**config.mk**
```make
export PLATFORM = sky130hd
export DESIGN_NAME = dds_param_loader
export DESIGN_NICKNAME = d
export VERILOG_FILES = /design/src/rtl/dds_param_loader.sv
export SDC_FILE = /design/constraint.sdc
export NUM_CORES = 1
export LEC_CHECK = 0
export BUFFER_PORTS_ARGS = -buffer_cell sky130_fd_sc_hd__buf_4
export CAP_MARGIN = 10
export CORE_MARGIN = 2
export CORE_UTILIZATION = 59
export CTS_BUF_LIST = sky130_fd_sc_hd__clkbuf_8
export DETAILED_ROUTE_END_ITERATION = 8
export PLACE_DENSITY = 0.93
export SYNTH_ARGS = -nofsm -noshare
export SYNTH_HDL_FRONTEND = slang
export SYNTH_SLANG_ARGS = --single-unit
```
**constraint.sdc**
```tcl
create_clock -name clk -period 2.57 [get_ports clk]
set_clock_uncertainty 0.2 [all_clocks]
set_input_delay 0.514 -clock clk [delete_from_list [all_inputs] [get_ports clk]]
set_output_delay 0.514 -clock clk [all_outputs]
set_load 0.05 [all_outputs]
```
**src/rtl/dds_param_loader.sv**
```systemverilog
// Byte-stream command parser for the two-channel DDS core.
// Writes land in shadow words; a COMMIT copies every shadow word to the active outputs at once.
module dds_param_loader #(
  parameter int unsigned TIMEOUT = 1024,
  parameter int unsigned TW      = $clog2(TIMEOUT + 1)
) (
  input  logic        clk,
  input  logic        reset,
  input  logic [7:0]  in_data,
  input  logic        in_valid,
  output logic        in_ready,
  output logic [31:0] amps,
  output logic [31:0] offsets,
  output logic [31:0] phasewords,
  output logic        commit_pulse,
  output logic        err_pulse,
  output logic        busy
);

  localparam logic [1:0] IDLE   = 2'd0;
  localparam logic [1:0] GET_HI = 2'd1;
  localparam logic [1:0] GET_LO = 2'd2;
  localparam logic [1:0] COMMIT = 2'd3;

  logic [1:0]    state_q, state_d;
  logic [TW-1:0] tcnt_q;
  logic [7:0]    hi_q;
  logic          chan_q;
  logic [1:0]    field_q;
  logic [31:0]   sh_amps_q, sh_offs_q, sh_phw_q;

  logic accept, in_frame, cmd_write, cmd_commit, cmd_bad, timeout_hit;
  logic unused_bits;

  assign in_ready    = (state_q != COMMIT);
  assign busy        = (state_q != IDLE);
  assign accept      = in_valid && in_ready;
  assign in_frame    = (state_q == GET_HI) || (state_q == GET_LO);
  assign cmd_write   = (in_data[7:6] == 2'b00) && (in_data[1:0] != 2'b11);
  assign cmd_commit  = (in_data[7:6] == 2'b01);
  assign cmd_bad     = !cmd_write && !cmd_commit;
  assign unused_bits = ^in_data[5:3];
  // An accepted byte wins over the timeout on the same edge.
  assign timeout_hit = in_frame && !accept && (tcnt_q == TW'(TIMEOUT - 1));

  always_comb begin
    state_d = state_q;
    unique case (state_q)
      IDLE: begin
        if (accept && cmd_write) begin
          state_d = GET_HI;
        end else if (accept && cmd_commit) begin
          state_d = COMMIT;
        end
      end
      GET_HI: begin
        if (accept) begin
          state_d = GET_LO;
        end else if (timeout_hit) begin
          state_d = IDLE;
        end
      end
      GET_LO: begin
        if (accept || timeout_hit) begin
          state_d = IDLE;
        end
      end
      default: state_d = IDLE;
    endcase
  end

  always_ff @(posedge clk or negedge reset) begin
    if (!reset) begin
      state_q      <= IDLE;
      tcnt_q       <= '0;
      hi_q         <= '0;
      chan_q       <= 1'b0;
      field_q      <= 2'b00;
      sh_amps_q    <= '0;
      sh_offs_q    <= '0;
      sh_phw_q     <= '0;
      amps         <= '0;
      offsets      <= '0;
      phasewords   <= '0;
      commit_pulse <= 1'b0;
      err_pulse    <= 1'b0;
    end else begin
      state_q      <= state_d;
      commit_pulse <= (state_q == COMMIT);
      err_pulse    <= ((state_q == IDLE) && accept && cmd_bad) || timeout_hit;

      if (!in_frame || accept || timeout_hit) begin
        tcnt_q <= '0;
      end else begin
        tcnt_q <= tcnt_q + 1'b1;
      end

      if ((state_q == IDLE) && accept && cmd_write) begin
        chan_q  <= in_data[2];
        field_q <= in_data[1:0];
      end

      if ((state_q == GET_HI) && accept) begin
        hi_q <= in_data;
      end

      if ((state_q == GET_LO) && accept) begin
        unique case (field_q)
          2'b00: begin
            if (chan_q) sh_amps_q[31:16] <= {hi_q, in_data};
            else        sh_amps_q[15:0]  <= {hi_q, in_data};
          end
          2'b01: begin
            if (chan_q) sh_offs_q[31:16] <= {hi_q, in_data};
            else        sh_offs_q[15:0]  <= {hi_q, in_data};
          end
          default: begin
            if (chan_q) sh_phw_q[31:16] <= {hi_q, in_data};
            else        sh_phw_q[15:0]  <= {hi_q, in_data};
          end
        endcase
      end

      if (state_q == COMMIT) begin
        amps       <= sh_amps_q;
        offsets    <= sh_offs_q;
        phasewords <= sh_phw_q;
      end
    end
  end

endmodule

```
==> flow_metrics.py, run 1 <==
metrics = {
    "job": {
        "max_cap_violations": 0,
    },
    "critical_path": {
        "arrival_ns": 1.69,
        "timing.critical_path.cells": "inv_1 > ha_1 > inv_1 > buf_4",
        "path_delay_family": "buffers and inverters",
        "timing.critical_path.buf_inv": 3,
        "timing_worst_setup_path_type": "reg2out",
        "critical_path.startpoint_type": "register",
        "data_required_time_at_the_worst_endpoint_ns": 1.86,
        "critPathMostFrequentCell": "sky130_fd_sc_hd__inv_1",
        "timing.critical_path.slowest_stage_cell": "sky130_fd_sc_hd__dfrtp_1",
        "cp_max_fo": 4,
        "timing.critical_path.to_type": "primary output",
        "cp_slowest_stage_delay_ns": 0.43,
    },
    "global_route": {
        "grt_overflow": 0,
        "globalRouteTotalUtil": 0.251,
        "grt_max_degree": 76,
        "grt_pass1_wl_mm": 28.5,
        "first_global_vias": 5223,
        "antenna_found_initial": 0,
    },
    "floorplan": {
        "die_area_sq_um": 15100,
        "die-height_um": 123,
        "fp-row-count": 43,
        "boundaryPins": 111,
        "initial_utilization": 0.602,
        "placeableCoreArea_sq_um": 13900,
        "die_wd_um": 123,
    },
    "routing": {
        "drt_drc_violations_left": 0,
        "postRouteWirelength_mm": 18.4,
        "antenna_left": 0,
        "drt_iter0_drc": 364,
        "dr_total_vias": 4878,
        "drt-pass1-iter-count": 4,
        "post_detailed_route_via_to_cell_ratio": 5.63,
        "route.detailed.wl_per_inst_um": 21.2,
    },
    "sta": {
        "final.setup.tns_ns": 0,
        "max_freq_ghz": 0.417,
        "period_minus_slack_ns": 2.40,
        "slew_violations": 0,
        "worst_pin_slew_ns": 0.585,
        "finalSetupViolations": 0,
        "unrepaired_setup_endpoints_after_global_routing": "false",
        "finalHoldViolCount": 0,
        "part_of_the_cycle_the_worst_path_needs": 0.934,
        "worst_slew_margin_rel": 0.606,
    },
    "logic_synthesis": {
        "syn-mean-instance-area_sq_um": 16.1,
        "synth-warning-count": 0,
        "synth_top_area_frac": 0.652,
        "ys_seq_area_frac": 0.652,
        "synth_nets": 534,
        "netlist.top_cell.by_area": "sky130_fd_sc_hd__dfrtp_1",
        "ys_ff_latch": 218,
        "yosys_most_used_dff": "sky130_fd_sc_hd__dfrtp_1",
        "netlist-cell-type-count": 34,
        "synth.cell_area_sq_um": 8360,
        "count_of_flip_flops_with_a_built_in_enable_after_synthesis": 0,
        "synthMostInstantiatedCell": "sky130_fd_sc_hd__dfrtp_1",
        "synthArstFlopShare": 1.00,
        "synth_top_area_cells": "sky130_fd_sc_hd__dfrtp_1, sky130_fd_sc_hd__mux2_2, sky130_fd_sc_hd__ha_1",
        "postSynthCellCount": 518,
        "synth_common_cells": "sky130_fd_sc_hd__dfrtp_1, sky130_fd_sc_hd__mux2_2, sky130_fd_sc_hd__nor2_1, sky130_fd_sc_hd__nand2_1",
    },
    "final_layout": {
        "final_layout_size_suffix_gt1_frac": 0.569,
        "number_of_inserted_diodes": 0,
        "area_growth_syn_to_layout_pct": 22.7,
        "total_area_of_multi_input_combinational_cells_sq_um": 2770,
        "final-seq-area_sq_um": 5460,
        "n_fill_cell": 821,
        "design.final.nets": 678,
        "post-route-cell-area_sq_um": 10300,
    },
    "power": {
        "leakage_nw": 5.00,
        "cell_internal_pwr_mw": 8.81,
        "design_power_total_mw": 14.5,
        "share_comb_of_total_power": 0.377,
        "max-vdd-ir-drop_mv": 1.07,
        "seq_power_share": 0.409,
        "pwr-share-clk": 0.215,
        "p_per_area_nw_per_um2": 1410,
        "sw_frac_of_total": 0.391,
        "p_switching_mw": 5.65,
    },
    "place": {
        "dp.final_hpwl_mm": 11.5,
        "numPortBuffers": 110,
        "globalplace.congestion": 0.874,
        "postPlaceCellArea_sq_um": 9440,
    },
    "cts": {
        "clockRootBuffer": "sky130_fd_sc_hd__clkbuf_8",
        "numCtsBuffers": 35,
        "clock-sinks": 218,
        "tritoncts_clock_tree": "yes",
        "clk-insertion-delay-late_ns": 0.52,
        "path_clk_slew_ns": 0.06,
        "ctsLongestPathBuffers": 3,
        "h_tree_level_count": 2,
    },
    "worst_hold_path": {
        "worst_hold_path_type": "in2reg",
    },
    "run_status": {
        "outcome": "complete, no violations",
    },
}
worst register-to-register path: stages (launching register included):
cell,delay (ns)
sky130_fd_sc_hd__dfrtp_1,0.45
sky130_fd_sc_hd__ha_4,0.24
sky130_fd_sc_hd__buf_4,0.14
sky130_fd_sc_hd__nor2b_1,0.33
sky130_fd_sc_hd__nand2_1,0.12
sky130_fd_sc_hd__nor2_2,0.12
sky130_fd_sc_hd__buf_4,0.26
sky130_fd_sc_hd__mux2_2,0.38
sequential cells by signal, summed over array words and instances, names as in the netlist, 2 cells and up:
signal,flops
amps,32
sh_offs_q,32
field_q,2
state_q,2
offsets,32
tcnt_q,11
hi_q,8
sh_phw_q,32
sh_amps_q,32
phasewords,32
per-stage QoR:
step	setup WS (ns)	hold WS, ns	instances	utilization
3_3_place_gp	0.422	0.284	798	0.680
4_1_cts	0.0155	0.110	862	0.735
2_1_floorplan	0.344	0.0184	518	-
3_5_place_dp	0.347	0.288	798	0.680
6_report	0.170	0.125	867	0.739
5_1_grt	0.0961	0.119	867	0.739
power by group through the flow:
stage / Combinational [mW] / Sequential [mW] / Clock [mW]
2_1_floorplan: 1.94 / 7.47 / 0
3_3_place_gp: 5.19 / 5.80 / 0
3_5_place_dp: 5.37 / 5.91 / 0
4_1_cts: 5.43 / 5.89 / 3.14
5_1_grt: 5.74 / 6.04 / 3.32
6_report: 5.45 / 5.91 / 3.11
worst paths after layout:
kind | start | endpoint | slack [ns] | depth (start not counted)
setup / recovery | state_q[0]$_DFFE_PN0P_ | busy | 0.17 | 4
hold / removal | in_data[5] | sh_offs_q[5]$_DFFE_PN0P_ | 0.12 | 2
setup reg to reg | state_q[1]$_DFFE_PN0P_ | sh_phw_q[27]$_DFFE_PN0P_ | 0.23 | 7
hold reg to reg | sh_amps_q[5]$_DFFE_PN0P_ | amps[5]$_DFFE_PN0P_ | 0.30 | 1
max in group asynchronous | reset | sh_amps_q[17]$_DFFE_PN0P_ | 1.14 | 3
min in group asynchronous | reset | sh_offs_q[6]$_DFFE_PN0P_ | 0.37 | 2
cell usage in the layout (no fill, tap or decap), drive strengths merged, types with 2 or more instances in the layout:
master | netlist | routed
buf | 13 | 125
dfrtp | 218 | 218
xor2 | 2 | 2
xnor2 | 6 | 6
nor3 | 4 | 4
bufinv | 0 | 2
ha | 5 | 5
nand3b | 2 | 2
o21ai | 2 | 2
nand2 | 10 | 10
mux2 | 203 | 203
clkbuf | 7 | 46
nor2 | 16 | 16
nor4 | 2 | 2
nand3 | 9 | 9
inv | 6 | 14
nor2b | 2 | 2
clkinv | 0 | 6
cell type report:
type	instances	share of cell area
Tap cell	180	0.0219
Timing Repair Buffer	127	0.101
Clock buffer	45	0.0604
Clock inverter	17	0.0124
Sequential cell	218	0.532
Inverter	6	0.00219
Multi-Input combinational cell	274	0.270
repair_timing:
| action | 4_1_cts | 5_1_grt |
|---|---|---|
| setup buffers | 1 | 4 |
| hold buffers | 1 | 0 |
| hold endpoints to repair | 72 | 0 |
| pin swaps | 0 | 1 |
| setup endpoints to repair | 1 | 1 |
| resized for setup | 0 | 1 |
| cloned | 0 | 1 |
cell families after synthesis:
group / Yosys count / synth area share
xor gates and xnor gates: 8 / 0.00838
DFF: 218 / 0.652
AOI/OAI and AO/OA: 6 / 0.00524
and+or+nand+nor: 52 / 0.0358
buffers and inverters: 26 / 0.0172
muxes: 203 / 0.273
adders and majority gates: 5 / 0.00748
per-layer routing:
layer / vias up / share of wire / global-route usage
met1: 2548 / 0.41 / 0.332
met5: - / 0 / 0
met4: 0 / 0.019 / 0.0866
met2: 180 / 0.50 / 0.419
li1: 2115 / - / -
met3: 35 / 0.069 / 0.0512
(Power assumes the default switching activity.)
==> run 2: changes to the inputs <==
- CORE_UTILIZATION: 59 -> 60
- PLACE_DENSITY: 0.93 -> 0.95
- clock period: 2.57 -> 3.1 ns (I/O delays scaled with it)
==> flow_metrics.py, run 2 (synthesis gave the netlist of run 1 again) <==
metrics = {
    "cts": {
        "h_tree_level_count": 2,
        "path_clk_slew_ns": 0.07,
        "tritoncts_clock_tree": "yes",
        "clk-insertion-delay-late_ns": 0.49,
        "ctsLongestPathBuffers": 3,
        "clock-sinks": 218,
        "numCtsBuffers": 34,
        "clockRootBuffer": "sky130_fd_sc_hd__clkbuf_8",
    },
    "job": {
        "max_cap_violations": 0,
    },
    "floorplan": {
        "die_area_sq_um": 14900,
        "die_wd_um": 122,
        "initial_utilization": 0.609,
        "boundaryPins": 111,
        "die-height_um": 122,
        "fp-row-count": 43,
        "placeableCoreArea_sq_um": 13700,
    },
    "global_route": {
        "antenna_found_initial": 0,
        "grt_pass1_wl_mm": 29.2,
        "first_global_vias": 5307,
        "grt_overflow": 0,
        "globalRouteTotalUtil": 0.258,
        "grt_max_degree": 100,
    },
    "final_layout": {
        "final_common_cell": "sky130_fd_sc_hd__dfrtp_1",
        "design.final.nets": 669,
        "n_fill_cell": 846,
        "layout.core_utilization": 0.730,
        "final_layout_size_suffix_gt1_frac": 0.555,
        "commonest_cells_after_routing_fill_and_taps_aside": "sky130_fd_sc_hd__dfrtp_1, sky130_fd_sc_hd__mux2_2, sky130_fd_sc_hd__buf_4",
        "area_growth_syn_to_layout_pct": 19.8,
        "post-route-cell-area_sq_um": 10000,
        "number_of_inserted_diodes": 0,
        "post_layout_nonfiller_instances": 848,
    },
    "place": {
        "dp.final_hpwl_mm": 11.8,
        "globalplace.congestion": 0.841,
        "dp.cells": 796,
        "postPlaceCellArea_sq_um": 9410,
        "numPortBuffers": 110,
    },
    "critical_path": {
        "critical_path.startpoint_type": "register",
        "arrival_ns": 1.92,
        "timing.critical_path.slowest_stage_cell": "sky130_fd_sc_hd__dfrtp_1",
        "timing_worst_setup_path_type": "reg2out",
        "timing.critical_path.cells": "ha_4 > buf_12 > inv_1 > buf_4",
        "cp_slowest_stage_delay_ns": 0.46,
        "timing.critical_path.to_type": "primary output",
        "cp_max_fo": 99,
        "data_required_time_at_the_worst_endpoint_ns": 2.28,
    },
    "sta": {
        "period_minus_slack_ns": 2.74,
        "worst_pin_slew_ns": 0.639,
        "max_freq_ghz": 0.366,
        "part_of_the_cycle_the_worst_path_needs": 0.882,
        "slew_violations": 0,
        "final.setup.tns_ns": 0,
        "worst_slew_margin_rel": 0.570,
        "unrepaired_setup_endpoints_after_global_routing": "false",
        "finalHoldViolCount": 0,
        "finalSetupViolations": 0,
    },
    "routing": {
        "drt_drc_violations_left": 0,
        "drt-pass1-iter-count": 4,
        "post_detailed_route_via_to_cell_ratio": 5.71,
        "route.detailed.wl_per_inst_um": 21.6,
        "antenna_left": 0,
        "dr_total_vias": 4839,
        "postRouteWirelength_mm": 18.3,
        "drt_iter0_drc": 300,
    },
    "power": {
        "leakage_nw": 4.87,
        "design_power_total_mw": 11.5,
        "p_per_area_nw_per_um2": 1150,
        "max-vdd-ir-drop_mv": 0.726,
    },
    "run_status": {
        "outcome": "complete, no violations",
    },
    "worst_hold_path": {
        "worst_hold_path_type": "in2reg",
    },
}
==> run 2: changes by cell type in the layout (fill, tap and decap cells not counted) <==
cell and delta:
sky130_fd_sc_hd__buf_4 -6, sky130_fd_sc_hd__clkbuf_8 -5, sky130_fd_sc_hd__clkinv_2 -5, sky130_fd_sc_hd__bufinv_16 -2, sky130_fd_sc_hd__buf_16 -1, sky130_fd_sc_hd__clkbuf_16 -1
sky130_fd_sc_hd__inv_1 +1
==> run 2: area by class of cell <==
class                           count  area (sq um)  share of cell area
Sequential cell                   218          5460               0.545
Tap cell                          180           225              0.0225
Timing Repair Buffer              119           941              0.0940
Multi-Input combinational cell    274          2770               0.277
Clock inverter                     11          46.3             0.00462
Clock buffer                       40           551              0.0550
Inverter                            6          22.5             0.00225
==> run 2: routing by layer <==
layer / vias to the layer above / global-route usage / part of all wire
met5: - / 0 / 0
met4: 0 / 0.101 / 0.023
met3: 33 / 0.0449 / 0.055
met2: 170 / 0.432 / 0.51
met1: 2538 / 0.341 / 0.41
li1: 2098 / - / -
==> run 2: worst max-delay path: cells and delay by family (launching register included) <==
kind	cells	cell delay (ns)
adder cells (fa/ha/maj)	1	0.20
buffers and inverters	3	0.72
flip-flops	1	0.46
==> run 2: per-stage QoR <==
| stage | setup slack, ns | hold slack [ns] |
|---|---|---|
| 6_report | 0.365 | 0.273 |
| 5_1_grt | 0.294 | 0.244 |
| 4_1_cts | 0.393 | 0.237 |
| 3_5_place_dp | 0.727 | 0.288 |
| 3_3_place_gp | 0.817 | 0.282 |
| 2_1_floorplan | 0.809 | 0.124 |
==> run 2: path summary, 6_finish.rpt <==
check | start | endpoint | slack [ns] | cells past startpoint
setup / recovery | state_q[1]$_DFFE_PN0P_ | in_ready | 0.36 | 4
hold / removal | in_data[5] | sh_offs_q[21]$_DFFE_PN0P_ | 0.27 | 2
setup reg to reg | state_q[1]$_DFFE_PN0P_ | state_q[1]$_DFFE_PN0P_ | 0.68 | 6
hold reg to reg | sh_amps_q[15]$_DFFE_PN0P_ | sh_amps_q[15]$_DFFE_PN0P_ | 0.30 | 1
max in group asynchronous | reset | sh_amps_q[25]$_DFFE_PN0P_ | 1.40 | 3
min in group asynchronous | reset | offsets[6]$_DFFE_PN0P_ | 0.51 | 2
==> run 2: power by group <==
part | leakage [nW] | switching, mW | internal (mW)
Sequential | 2.82 | 0.887 | 4.01
Combinational | 1.71 | 2.68 | 1.78
Clock | 0.340 | 1.02 | 1.15
==> run 2: what timing repair did <==
item,4_1_cts,5_1_grt
endpoints found under the hold margin,79,0
buffers inserted,0,0
resized for setup,0,0
hold buffers,1,0
==> run 3: changes to the inputs <==
- ABC_AREA: unset -> 1
==> flow_metrics.py, run 3 <==
metrics = {
    "place": {
        "dp.final_hpwl_mm": 12.6,
        "globalplace.congestion": 0.841,
        "numPortBuffers": 110,
        "dp.cells": 1122,
        "worst_slack_at_placement_ns": 0.735,
    },
    "global_route": {
        "antenna_found_initial": 0,
        "grt_overflow": 0,
        "grt_max_degree": 84,
        "globalRouteTotalUtil": 0.286,
        "first_global_vias": 6518,
        "grt_pass1_wl_mm": 32.4,
    },
    "sta": {
        "final.setup.tns_ns": 0,
        "finalHoldViolCount": 0,
        "holdWs_ns": 0.167,
        "finalSetupViolations": 0,
        "unrepaired_setup_endpoints_after_global_routing": "false",
        "period_minus_slack_ns": 2.83,
        "worst_pin_slew_ns": 0.989,
        "part_of_the_cycle_the_worst_path_needs": 0.913,
        "max_freq_ghz": 0.353,
        "slew_violations": 0,
        "worst_slew_margin_rel": 0.339,
        "final.setup.worst_slack_ns": 0.270,
    },
    "routing": {
        "drt-pass1-iter-count": 6,
        "drt_drc_violations_left": 0,
        "dr_total_vias": 6493,
        "post_detailed_route_via_to_cell_ratio": 5.50,
        "drt_iter0_drc": 790,
        "postRouteWirelength_mm": 20.3,
        "antenna_left": 0,
        "route.detailed.wl_per_inst_um": 17.2,
    },
    "final_layout": {
        "number_of_inserted_diodes": 0,
        "final_layout_size_suffix_gt1_frac": 0.178,
        "design.final.nets": 999,
        "post_layout_nonfiller_instances": 1180,
        "final_common_cell": "sky130_fd_sc_hd__nand2_1",
        "area_growth_syn_to_layout_pct": 20.7,
        "commonest_cells_after_routing_fill_and_taps_aside": "sky130_fd_sc_hd__nand2_1, sky130_fd_sc_hd__dfrtp_1, sky130_fd_sc_hd__buf_4",
        "layout.core_utilization": 0.744,
        "n_fill_cell": 834,
    },
    "critical_path": {
        "critical_path.startpoint_type": "register",
        "timing.critical_path.cells": "ha_4 > inv_2 > buf_4",
        "timing.critical_path.to_type": "primary output",
        "timing.critical_path.slowest_stage_cell": "sky130_fd_sc_hd__inv_2",
        "timing_worst_setup_path_type": "reg2out",
        "cp_max_fo": 30,
        "cp_slowest_stage_delay_ns": 0.46,
        "timing.critical_path.buf_inv": 2,
        "path_delay_family": "buffers and inverters",
        "arrival_ns": 2.01,
        "data_required_time_at_the_worst_endpoint_ns": 2.28,
    },
    "logic_synthesis": {
        "netlist.top_cell.by_area": "sky130_fd_sc_hd__dfrtp_1",
        "synth_top_area_frac": 0.665,
        "yosys_most_used_dff": "sky130_fd_sc_hd__dfrtp_1",
        "synth_common_cells": "sky130_fd_sc_hd__nand2_1, sky130_fd_sc_hd__dfrtp_1, sky130_fd_sc_hd__o21ai_1, sky130_fd_sc_hd__o21ai_0, sky130_fd_sc_hd__inv_1",
        "synthMostInstantiatedCell": "sky130_fd_sc_hd__nand2_1",
        "synth-warning-count": 0,
        "ys_ff_latch": 218,
        "netlist-cell-type-count": 26,
        "ys_seq_area_frac": 0.665,
        "synth.cell_area_sq_um": 8200,
        "syn-mean-instance-area_sq_um": 9.47,
        "postSynthCellCount": 866,
        "synth_nets": 882,
        "synthArstFlopShare": 1.00,
        "count_of_flip_flops_with_a_built_in_enable_after_synthesis": 0,
        "synth_top_area_cells": "sky130_fd_sc_hd__dfrtp_1, sky130_fd_sc_hd__nand2_1, sky130_fd_sc_hd__o21ai_1",
    },
    "power": {
        "leakage_nw": 5.34,
        "max-vdd-ir-drop_mv": 0.527,
        "p_per_area_nw_per_um2": 1180,
    },
    "cts": {
        "clock-sinks": 218,
        "postCtsSetupBuffers": 0,
        "clockRootBuffer": "sky130_fd_sc_hd__clkbuf_8",
        "tritoncts_clock_tree": "yes",
        "ctsLongestPathBuffers": 3,
        "clk-insertion-delay-late_ns": 0.49,
        "numCtsBuffers": 34,
        "path_clk_slew_ns": 0.06,
        "h_tree_level_count": 2,
    },
    "floorplan": {
        "boundaryPins": 111,
        "placeableCoreArea_sq_um": 13300,
        "initial_utilization": 0.617,
        "die-height_um": 121,
        "die_wd_um": 121,
        "fp-row-count": 42,
        "die_area_sq_um": 14600,
    },
    "run_status": {
        "outcome": "complete, no violations",
    },
    "worst_hold_path": {
        "worst_hold_path_type": "in2reg",
    },
    "job": {
        "max_cap_violations": 0,
    },
}
run 3: cell types whose count changed in the layout (fill, tap and decap cells not counted), sizes merged, moves of 4 or more:
cell | previous run | this run
nand2 | 10 | 420
mux2 | 203 | 0
o21ai | 2 | 108
inv | 15 | 39
clkbuf | 40 | 47
nor2 | 16 | 23
xnor2 | 6 | 2
run 3: through the flow:
step                cell area [sq um]  total power [mW]
finish                           9900              11.7
global route                     9900              12.3
CTS                              9900              11.7
detailed placement               9200              9.26
global placement                 9200              9.04
floorplan                        8200              7.70
run 3: metal layers:
layer  wire length (um)  share of wire  track usage  vias up
met5                  0              0            0        -
met4                708          0.035        0.122        0
met3               1810          0.089       0.0644       64
met2               9980           0.49        0.469      355
met1               7790           0.38        0.371     3128
li1                   -              -            -     2946
run 3: report_power, final:
part	internal (mW)	switching, mW
clock network	1.34	1.05
registers	3.96	0.705
logic	1.28	3.39
total	6.57	5.14
run 3: final cells by class:
class,instances,area [sq um],area share
well taps,176,220,0.0223
repair buffers,121,956,0.0966
inverters,31,116,0.0118
flip-flops and latches,218,5460,0.551
clock buffers,47,647,0.0654
clock inverters,10,42.5,0.00430
multi-input cells,577,2460,0.249
run 3: repair_timing:
item | CTS | global route
resized for setup | 0 | 0
hold endpoints to repair | 80 | 0
hold buffers | 1 | 0
run 3: cells by family after synthesis:
| family | Yosys count | share of synthesized area |
|---|---|---|
| xor+xnor | 4 | 0.00427 |
| fa+ha+maj | 5 | 0.00763 |
| compound gates | 113 | 0.0699 |
| simple gates | 455 | 0.217 |
| buf+inv | 71 | 0.0365 |
| flops | 218 | 0.665 |
run 3: path summary, 6_finish.rpt:
kind                       slack (ns)                   start  cells past startpoint                         to
max                              0.27  state_q[0]$_DFFE_PN0P_                      3                   in_ready
min                              0.17              in_data[2]                      3         chan_q$_DFFE_PN0P_
max reg2reg                      0.60  state_q[0]$_DFFE_PN0P_                      7  sh_amps_q[25]$_DFFE_PN0P_
min reg2reg                      0.27     tcnt_q[0]$_DFF_PN0_                      1        tcnt_q[0]$_DFF_PN0_
max in group asynchronous        1.38                   reset                      3   sh_amps_q[0]$_DFFE_PN0P_
min in group asynchronous        0.52                   reset                      2  sh_amps_q[30]$_DFFE_PN0P_
run 3: worst min-delay path: stages:
cell and delay (ns):
sky130_fd_sc_hd__buf_4 0.09, sky130_fd_sc_hd__nand2_1 0.05, sky130_fd_sc_hd__o21ai_0 0.06
